File: config.mk
export PLATFORM = sky130hd
export DESIGN_NAME = cyc_measure
export DESIGN_NICKNAME = d
export VERILOG_FILES = /design/src/rtl/cyc_measure_pkg.sv /design/src/rtl/cyc_measure.sv
export SDC_FILE = /design/constraint.sdc
export NUM_CORES = 1
export LEC_CHECK = 0
export BUFFER_PORTS_ARGS = -buffer_cell sky130_fd_sc_hd__buf_4
export CAP_MARGIN = 5
export CORE_AREA = 2 2 64 66
export CTS_CLUSTER_SIZE = 25
export DETAILED_ROUTE_END_ITERATION = 10
export DIE_AREA = 0 0 66 68
export PLACE_DENSITY = 0.6
export SYNTH_ARGS = -nofsm -noshare
export SYNTH_HDL_FRONTEND = slang
export SYNTH_SLANG_ARGS = --single-unit
File: constraint.sdc
create_clock -name clk -period 1.62 [get_ports clk]
set_input_delay 0.324 -clock clk [delete_from_list [all_inputs] [get_ports clk]]
set_output_delay 0.324 -clock clk [all_outputs]
set_load 0.1 [all_outputs]
File: src/rtl/cyc_measure_pkg.sv
// cyc_measure_pkg: shared types and default constants for cyc_measure.
//   state_t      - measurement FSM states
//   *_DEF        - default parameter values for the cyc_measure top
package cyc_measure_pkg;

  typedef enum logic [1:0] {
    IDLE = 2'd0,
    RST  = 2'd1,
    MEAS = 2'd2,
    DONE = 2'd3
  } state_t;

  localparam int unsigned N_BITS_DEF  = 8;
  localparam int unsigned RST_CYC_DEF = 2;
  localparam int unsigned TIMEOUT_DEF = 200;

endpackage

File: src/rtl/cyc_measure.sv
// cyc_measure: measures how many cycles an external device needs after being
// reset until it asserts its active-low done flag.
//   clk      in   clock, rising edge
//   rst      in   synchronous active-high reset
//   start    in   request a measurement (honoured only while idle)
//   done_n   in   active-low done flag from the measured device
//   dut_rst  out  registered reset pulse (RST_CYC cycles) to the device
//   busy     out  high whenever a measurement is in progress
//   meas     out  measured cycle count, held until the next accepted start
//   valid    out  one-cycle pulse when meas holds a completed measurement
//   timeout  out  sticky flag: the last measurement hit TIMEOUT and aborted
module cyc_measure
  import cyc_measure_pkg::*;
#(
  parameter int unsigned N_BITS  = N_BITS_DEF,
  parameter int unsigned RST_CYC = RST_CYC_DEF,
  parameter int unsigned TIMEOUT = TIMEOUT_DEF
) (
  input  logic              clk,
  input  logic              rst,
  input  logic              start,
  input  logic              done_n,
  output logic              dut_rst,
  output logic              busy,
  output logic [N_BITS-1:0] meas,
  output logic              valid,
  output logic              timeout
);

  localparam logic [N_BITS-1:0] MEAS_LAST = N_BITS'(TIMEOUT - 1);
  localparam logic [7:0]        RST_LAST  = 8'(RST_CYC - 1);

  state_t            state;
  state_t            state_nx;
  logic [7:0]        rst_cnt;
  logic [7:0]        rst_cnt_nx;
  logic [N_BITS-1:0] meas_nx;
  logic              timeout_nx;
  logic              dut_rst_nx;
  logic              busy_nx;
  logic              valid_nx;

  // State register
  always_ff @(posedge clk) begin
    if (rst) begin
      state <= IDLE;
    end else begin
      state <= state_nx;
    end
  end

  // Next-state logic
  always_comb begin
    state_nx = state;
    case (state)
      IDLE: begin
        if (start) begin
          state_nx = RST;
        end
      end
      RST: begin
        if (rst_cnt == RST_LAST) begin
          state_nx = MEAS;
        end
      end
      MEAS: begin
        if (!done_n) begin
          state_nx = DONE;
        end else if (meas == MEAS_LAST) begin
          state_nx = IDLE;
        end
      end
      DONE: begin
        state_nx = IDLE;
      end
      default: begin
        state_nx = IDLE;
      end
    endcase
  end

  // Output / datapath next values. Flag outputs are decoded from the next
  // state so that the registered copies line up with the state they describe.
  always_comb begin
    rst_cnt_nx = rst_cnt;
    meas_nx    = meas;
    timeout_nx = timeout;
    dut_rst_nx = (state_nx == RST);
    busy_nx    = (state_nx != IDLE);
    valid_nx   = (state_nx == DONE);
    case (state)
      IDLE: begin
        if (start) begin
          rst_cnt_nx = '0;
          meas_nx    = '0;
          timeout_nx = 1'b0;
        end
      end
      RST: begin
        rst_cnt_nx = rst_cnt + 8'd1;
      end
      MEAS: begin
        if (done_n) begin
          meas_nx = meas + N_BITS'(1);
          if (meas == MEAS_LAST) begin
            timeout_nx = 1'b1;
          end
        end
      end
      default: begin
      end
    endcase
  end

  // Output and counter registers
  always_ff @(posedge clk) begin
    if (rst) begin
      rst_cnt <= '0;
      meas    <= '0;
      timeout <= 1'b0;
      dut_rst <= 1'b0;
      busy    <= 1'b0;
      valid   <= 1'b0;
    end else begin
      rst_cnt <= rst_cnt_nx;
      meas    <= meas_nx;
      timeout <= timeout_nx;
      dut_rst <= dut_rst_nx;
      busy    <= busy_nx;
      valid   <= valid_nx;
    end
  end

endmodule
# Word level (Yosys, flattened, before mapping)
# Index checks and enable logic that the tools add are counted.
# W data, S select, Z words.
[op_classes]
addsub = 2
n_eq_ne = 10
mux = 13
reduce_logical = 7
[op_table]
columns = ["operator", "n"]
rows = [
  ["$pmux W8 S2", 2],
  ["$add A8 B1 Y8 const B", 2],
  ["$mux W8", 2],
  ["$eq A8 B1 Y1 const B", 1],
  ["$eq A8 B8 Y1 const B", 1],
  ["$mux W2", 4],
  ["$pmux W2 S4", 1],
  ["$eq A2 B2 Y1 const B", 3],
  ["$ne A2 B2 Y1 const B", 3],
  ["$reduce_bool A2 Y1", 3],
  ["$eq A2 B1 Y1 const B", 2],
  ["$reduce_and A4 Y1", 1],
  ["$mux W1", 3],
  ["$reduce_and A3 Y1", 1],
  ["$logic_not A2 Y1", 1],
  ["$pmux W1 S2", 1],
  ["$reduce_and A2 Y1", 1],
]
[totals]
ff_bits = 22
output_inout_bits = 12
inputBits = 4

# Depth between registers and ports, before layout
# Gate-level depths: netlist of run 1.
[logic_depth]
depth_word = 5
ltp_mapped = 5

# Least setup slack after synthesis of run 1
# No wires, ideal clock.
[synth_timing]
kind = "register -> register"
from = "reg meas[0]"
to = "reg meas[6]"
arrival_time_ns = 2.041
setup_slack_ns = -0.491
n_path_buf = 0
path_stages_with_launch = 5
path_cell_list = "dfxtp_1 ha_1 nand4b_1 or4_1 a21oi_1"
[synth_via]
elab_chain_cells = 3
[synth_lines]
columns = ["element", "line_no", "source"]
rows = [
  ["from (decl)", "cyc_measure.sv:25", "output logic [N_BITS-1:0] meas,"],
  ["from (signal assigned)", "cyc_measure.sv:126", "meas <= meas_nx;"],
  ["$add A8 B1 Y8", "cyc_measure.sv:104", "meas_nx = meas + N_BITS'(1);"],
  ["$mux W8", "cyc_measure.sv:103", "if (done_n) begin"],
  ["$pmux W8 S2", "cyc_measure.sv:91", "case (state)"],
]
# Every way passes these cells. The select of a mux whose other input is x is not followed.
# A chain may end at the register's enable or synchronous reset.

# Final worst setup path of run 1
[layout_timing]
from = "reg rst_cnt[1]"
to = "reg state[1]"
[layout_via]
elab_chain_cells = 3
[layout_lines]
columns = ["element", "line_no", "source"]
rows = [
  ["from (decl)", "cyc_measure.sv:35", "logic [7:0] rst_cnt;"],
  ["from (signal assigned)", "cyc_measure.sv:125", "rst_cnt <= rst_cnt_nx;"],
  ["$eq A8 B1 Y1", "cyc_measure.sv:62", "if (rst_cnt == RST_LAST) begin"],
  ["$mux W2", "cyc_measure.sv:62", ""],
  ["$pmux W2 S4", "cyc_measure.sv:55", "case (state)"],
  ["to (signal assigned)", "cyc_measure.sv:48", "state <= state_nx;"],
  ["to (decl)", "cyc_measure.sv:33", "state_t state;"],
]
# Every way passes these cells.

==> impl_metrics.py, run 1 <==
metrics = {
    "timing": {
        "slew_headroom_pct": 70.22,
        "max_freq_mhz": 627.5,
        "hold_viol_final": 0,
        "slew_violations": 0,
        "finalClockSkew_ps": 10.68,
        "period_share_pct": 98.38,
        "finalCriticalPeriod_ps": 1594,
        "worst_slew_pin_slew_ps": 442.0,
        "tns_ps": 0,
        "finalSetupViolCount": 0,
    },
    "cells_and_area": {
        "drive_gt1_share_pct": 28.95,
        "fin_nets": 160,
        "antenna_cells": 0,
        "fin_cells": 202,
        "area_growth_pct": 28.94,
        "fin_area_mm2": 0.001433,
    },
    "place": {
        "portBuffers": 15,
        "dpl_cell_area_mm2": 0.001350,
        "hpwl_mm": 2.089,
        "placed_cells": 198,
        "place_congestion": 0.7415,
    },
    "floorplanning": {
        "die_area_mm2": 0.004488,
        "core_mm2": 0.003856,
        "initial_core_util_pct": 28.81,
        "ioPinCount": 16,
        "fp.dieW_um": 66,
        "die_y_um": 68,
        "rows": 23,
    },
    "clock_tree": {
        "root_buffer": "clkbuf_8",
        "cts.path.max_buffers": 2,
        "post_cts_buffers": 0,
        "holdBufCountCts": 0,
        "insertion_delay_ps": 270,
        "clkSinkCount": 22,
        "cts_max_level": 1,
        "cts_made_buffers": 3,
        "cts.clk_slew.worst_paths_ps": 90,
        "cts_tree": "done",
    },
    "route": {
        "drc": 0,
        "vias": 1067,
        "drt-wirelength-per-cell_um": 14.03,
        "drtIter0Drc": 86,
        "vias_per_cell": 5.282,
        "postRouteAntennaNets": 0,
        "drt-pass1-iter-count": 4,
        "finalWirelength_mm": 2.835,
    },
    "global_route": {
        "globalRouteOverflowTotal": 0,
        "grt_pass1_wl_mm": 4.781,
        "grt_max_degree": 17,
        "antenna_found_initial": 0,
        "grt_pass1_vias": 1068,
        "track_usage_pct": 13.94,
    },
    "worst_hold_path": {
        "min_path_type": "primary input to flip-flop",
        "worstHoldStart": "rst",
    },
    "critical_path": {
        "crit_fanout": 3,
        "crit_arrival_ps": 1800,
        "r2r_start": "rst_cnt[1]",
        "worst_ep_required_time_ps": 1830,
        "cp-startpoint": "rst_cnt[1]",
        "critPathLaunchType": "flip-flop",
        "crit_type": "flip-flop to flip-flop",
        "cp-end-kind": "flip-flop",
    },
    "yosys": {
        "ys_warn_count": 0,
        "synth_ff_type": "dfxtp_1",
        "syn_area_per_cell_um2": 8.613,
        "synth_most_common_cell": "dfxtp_1",
        "synth_edf_count": 0,
        "synth_top_area_share_pct": 39.64,
        "synth_largest_area_cell": "dfxtp_1",
        "synthTopCellsByCount": "22 x dfxtp_1, 12 x a21oi_1, 8 x nand2_1, 8 x o21ai_0, 7 x inv_1",
        "netlist_area_mm2": 0.001111,
        "yosysUniqueCellTypes": 39,
        "syn_inst": 129,
        "syn_nets": 136,
        "seq_area_frac_synth_pct": 39.64,
        "ys_top_cells_by_area": "dfxtp_1 40%, a21oi_1 5.4%, or4_1 4.1%",
        "ys_seq_elements": 22,
        "synthArstFlopShare_pct": 0,
    },
    "pwr": {
        "p_per_area_mw_per_mm2": 957.9,
        "ir_worst_vdd_mv": 0.4954,
        "leakage_uw": 0.0005386,
    },
    "run_status": {
        "outcome": "completed",
    },
    "run": {
        "maxCapViolCount": 0,
    },
}
## where the power goes
part / leakage, uW / internal, uW / total, uW / switching (uW)
Sequential: 0.000183 / 563 / 581 / 17.2
Combinational: 0.000322 / 115 / 334 / 219
Clock: 0.0000339 / 268 / 458 / 189
Total: 0.000539 / 947 / 1370 / 425
## repair_timing
item,CTS,global route
setup endpoints to repair,0,1
resized for setup,0,3
endpoints found under the hold margin,0,0
## area by class of cell
| type | instances | area, um^2 |
|---|---|---|
| inverters | 7 | 26.28 |
| flip-flops and latches | 22 | 454.2 |
| repair buffers | 26 | 195.2 |
| fillers | 433 | 2424 |
| clock buffers | 4 | 66.31 |
| multi-input cells | 93 | 628.1 |
| well taps | 50 | 62.56 |
## routing by layer
layer	wire length, um	track usage (%)	vias to the layer above	part of all wire, %
met4	38	5.357	0	1.3
met5	0	0	-	0
met3	116	3.125	5	4.1
met2	1456	25.25	26	51
li1	-	-	529	-
met1	1225	16.04	507	43
## critical path: stages, from the launching register on
cell     delay [ps]
dfxtp_1         320
inv_1            50
ha_1            130
or4b_4          480
or3_4           410
a21oi_1         140
## cell families (layout without fill, tap and decap cells)
group                    count (synthesis)  after routing  share of synthesized area (%)
flip-flops                              22             22                          39.64
AND/OR/NAND/NOR                         50             50                          27.14
buffers and inverters                   14             37                          5.293
multiplexers                             4              4                          3.829
AO/OA/AOI/OAI                           36             36                          20.72
adder cells (fa/ha/maj)                  3              3                          3.379
## layout by cell type, fill, tap and decap left out, types with 4 or more instances in the layout
cell	n
a21oi_1	12
buf_4	26
dfxtp_1	15
dfxtp_2	5
inv_1	7
nand2_1	8
nand3_1	4
nor2_1	6
o21ai_0	8
or3_1	5
or4_1	6
## registers in the layout, indices dropped and copies added (netlist names)
register  count
busy          1
dut_rst       1
meas          8
rst_cnt       8
state         2
timeout       1
valid         1
## stage by stage
| stage | utilization [%] | power [uW] | hold WS, ps | setup WS, ps |
|---|---|---|---|---|
| final | 37.15 | 1372 | 344.9 | 26.27 |
| after global routing | 37.15 | 1433 | 352.9 | -14.80 |
| after CTS | 36.73 | 1371 | 344.9 | 33.03 |
| after detailed placement | 35.01 | 917.0 | 488.0 | 66.58 |
| after global placement | 35.01 | 907.2 | 475.1 | 81.32 |
| after floorplan | - | 813.6 | 482.7 | 47.57 |
## worst paths after layout
kind	endpoint	slack [ps]	depth (start not counted)
hold / removal	rst_cnt[3]	340	2
setup reg to reg	state[1]	30	5
setup / recovery	state[1]	30	5
hold reg to reg	meas[6]	490	2
Note: power is estimated with default switching activity, not from simulation.
==> inputs of run 2 (changes only) <==
- CORE_AREA: 2 2 64 66 -> 2 2 44 66
- DIE_AREA: 0 0 66 68 -> 0 0 46 68
- PLACE_DENSITY: 0.6 -> 0.78
==> run 2 against run 1 <==
Sequential cell count is the same. Clock skew down 8.0 ps. Non-clock buffer count decreased by 4. Clock power shrank 24%. Critical path type unchanged. Count of clock-buffer cells in the layout unchanged. Die area decreased by 30%. Cell count fell by 14%. Core utilization is 15 points higher.
==> impl_metrics.py, run 2 (same netlist as run 1, synthesis figures left out) <==
metrics = {
    "clock_tree": {
        "cts.path.max_buffers": 2,
        "root_buffer": "clkbuf_8",
        "cts.repair.resized": 0,
        "cts_made_buffers": 3,
        "insertion_delay_ps": 260,
        "cts_max_level": 1,
        "holdBufCountCts": 0,
        "clkSinkCount": 22,
        "cts_tree": "done",
        "post_cts_buffers": 0,
        "cts.clk_slew.worst_paths_ps": 70,
    },
    "floorplanning": {
        "rows": 23,
        "initial_core_util_pct": 42.90,
        "ioPinCount": 16,
        "die_area_mm2": 0.003128,
        "die_y_um": 68,
        "core_mm2": 0.002590,
        "fp.dieW_um": 46,
    },
    "timing": {
        "worst_slew_pin_slew_ps": 327.0,
        "hold_ws_ps": 327.5,
        "finalClockSkew_ps": 2.642,
        "setup_slack_ps": 30.42,
        "finalSetupViolCount": 0,
        "finalCriticalPeriod_ps": 1590,
        "slew_violations": 0,
        "slew_headroom_pct": 78.00,
        "period_share_pct": 98.12,
        "hold_viol_final": 0,
        "max_freq_mhz": 629.1,
    },
    "cells_and_area": {
        "layout_commonest_cell": "buf_4",
        "fin_area_mm2": 0.001341,
        "drive_gt1_share_pct": 26.35,
        "final_cell_mix": "22 x buf_4, 13 x dfxtp_1, 12 x a21oi_1, 8 x nand2_1, 8 x o21ai_0",
        "fillers": 254,
        "fin_nets": 156,
        "final_core_util_pct": 51.79,
        "area_growth_pct": 20.72,
        "fin_cells": 173,
        "reg_top3": "meas x8, rst_cnt x8, state x2",
        "antenna_cells": 0,
    },
    "route": {
        "finalWirelength_mm": 2.548,
        "vias_per_cell": 6.121,
        "drt-wirelength-per-cell_um": 14.73,
        "drt-pass1-iter-count": 4,
        "vias": 1059,
        "drc": 0,
        "postRouteAntennaNets": 0,
        "drtIter0Drc": 26,
    },
    "place": {
        "hpwl_mm": 1.886,
        "placed_cells": 169,
        "portBuffers": 15,
        "pre_cts_slack_ps": 51.16,
        "place_congestion": 0.8597,
        "dpl_cell_area_mm2": 0.001289,
    },
    "critical_path": {
        "worst_ep_required_time_ps": 1800,
        "crit_fanout": 3,
        "cp-end-kind": "flip-flop",
        "crit_chain": "inv_1, ha_1, or4b_4, or3_4, a22oi_1",
        "critPathLaunchType": "flip-flop",
        "crit_arrival_ps": 1770,
        "slowest_delay_ps": 460,
        "crit_type": "flip-flop to flip-flop",
        "slowest_stage": "or4b_4",
    },
    "global_route": {
        "antenna_found_initial": 0,
        "grt_pass1_wl_mm": 4.215,
        "grt_max_degree": 17,
        "track_usage_pct": 18.27,
        "globalRouteOverflowTotal": 0,
        "grt_pass1_vias": 985,
    },
    "pwr": {
        "ir_worst_vdd_mv": 0.5421,
        "leakage_uw": 0.0005077,
        "p_per_area_mw_per_mm2": 922.3,
    },
    "worst_hold_path": {
        "min_path_type": "primary input to flip-flop",
    },
    "run_status": {
        "outcome": "completed",
    },
    "run": {
        "maxCapViolCount": 0,
    },
}
[run 2: path summary, 6_finish.rpt]
check / to / start / depth (start not counted) / slack [ps]
worst max register to register: valid / rst_cnt[1] / 5 / 30
worst min register to register: timeout / timeout / 2 / 480
worst min-delay path: meas[1] / rst / 2 / 330
worst max-delay path: valid / rst_cnt[1] / 5 / 30
[run 2: final cells by class]
type,instances,area (um^2),share of cell area [%]
clock buffers,4,45.04,3.358
inverters,7,26.28,1.959
multi-input cells,93,616.8,45.99
flip-flops and latches,22,456.7,34.05
well taps,25,31.28,2.332
repair buffers,22,165.2,12.31
[run 2: stage by stage]
step                TNS [ps]  power, uW
finish                     0       1237
CTS                        0       1244
global route          -22.53       1300
floorplan                  0      813.6
global placement           0      891.4
detailed placement         0      897.8
[run 2: critical path, delay by kind of cell, from the launching register on]
family / cells / cell delay [ps]
fa+ha+maj: 1 / 120
buf+inv: 1 / 50
simple gates: 2 / 860
flops: 1 / 320
compound gates: 1 / 160
[run 2: routing by layer]
layer,wire length [um],up-vias,track usage (%)
li1,-,527,-
met1,1019,505,21.01
met2,1369,22,31.25
met3,102,5,2.375
met4,57,0,10.36
met5,0,-,0
[run 2: report_power, final]
group          switching, uW  leakage [uW]  total, uW  internal [uW]
Combinational            198      0.000301        299            101
Sequential              25.5      0.000183        590            565
Clock                    172     0.0000228        347            176
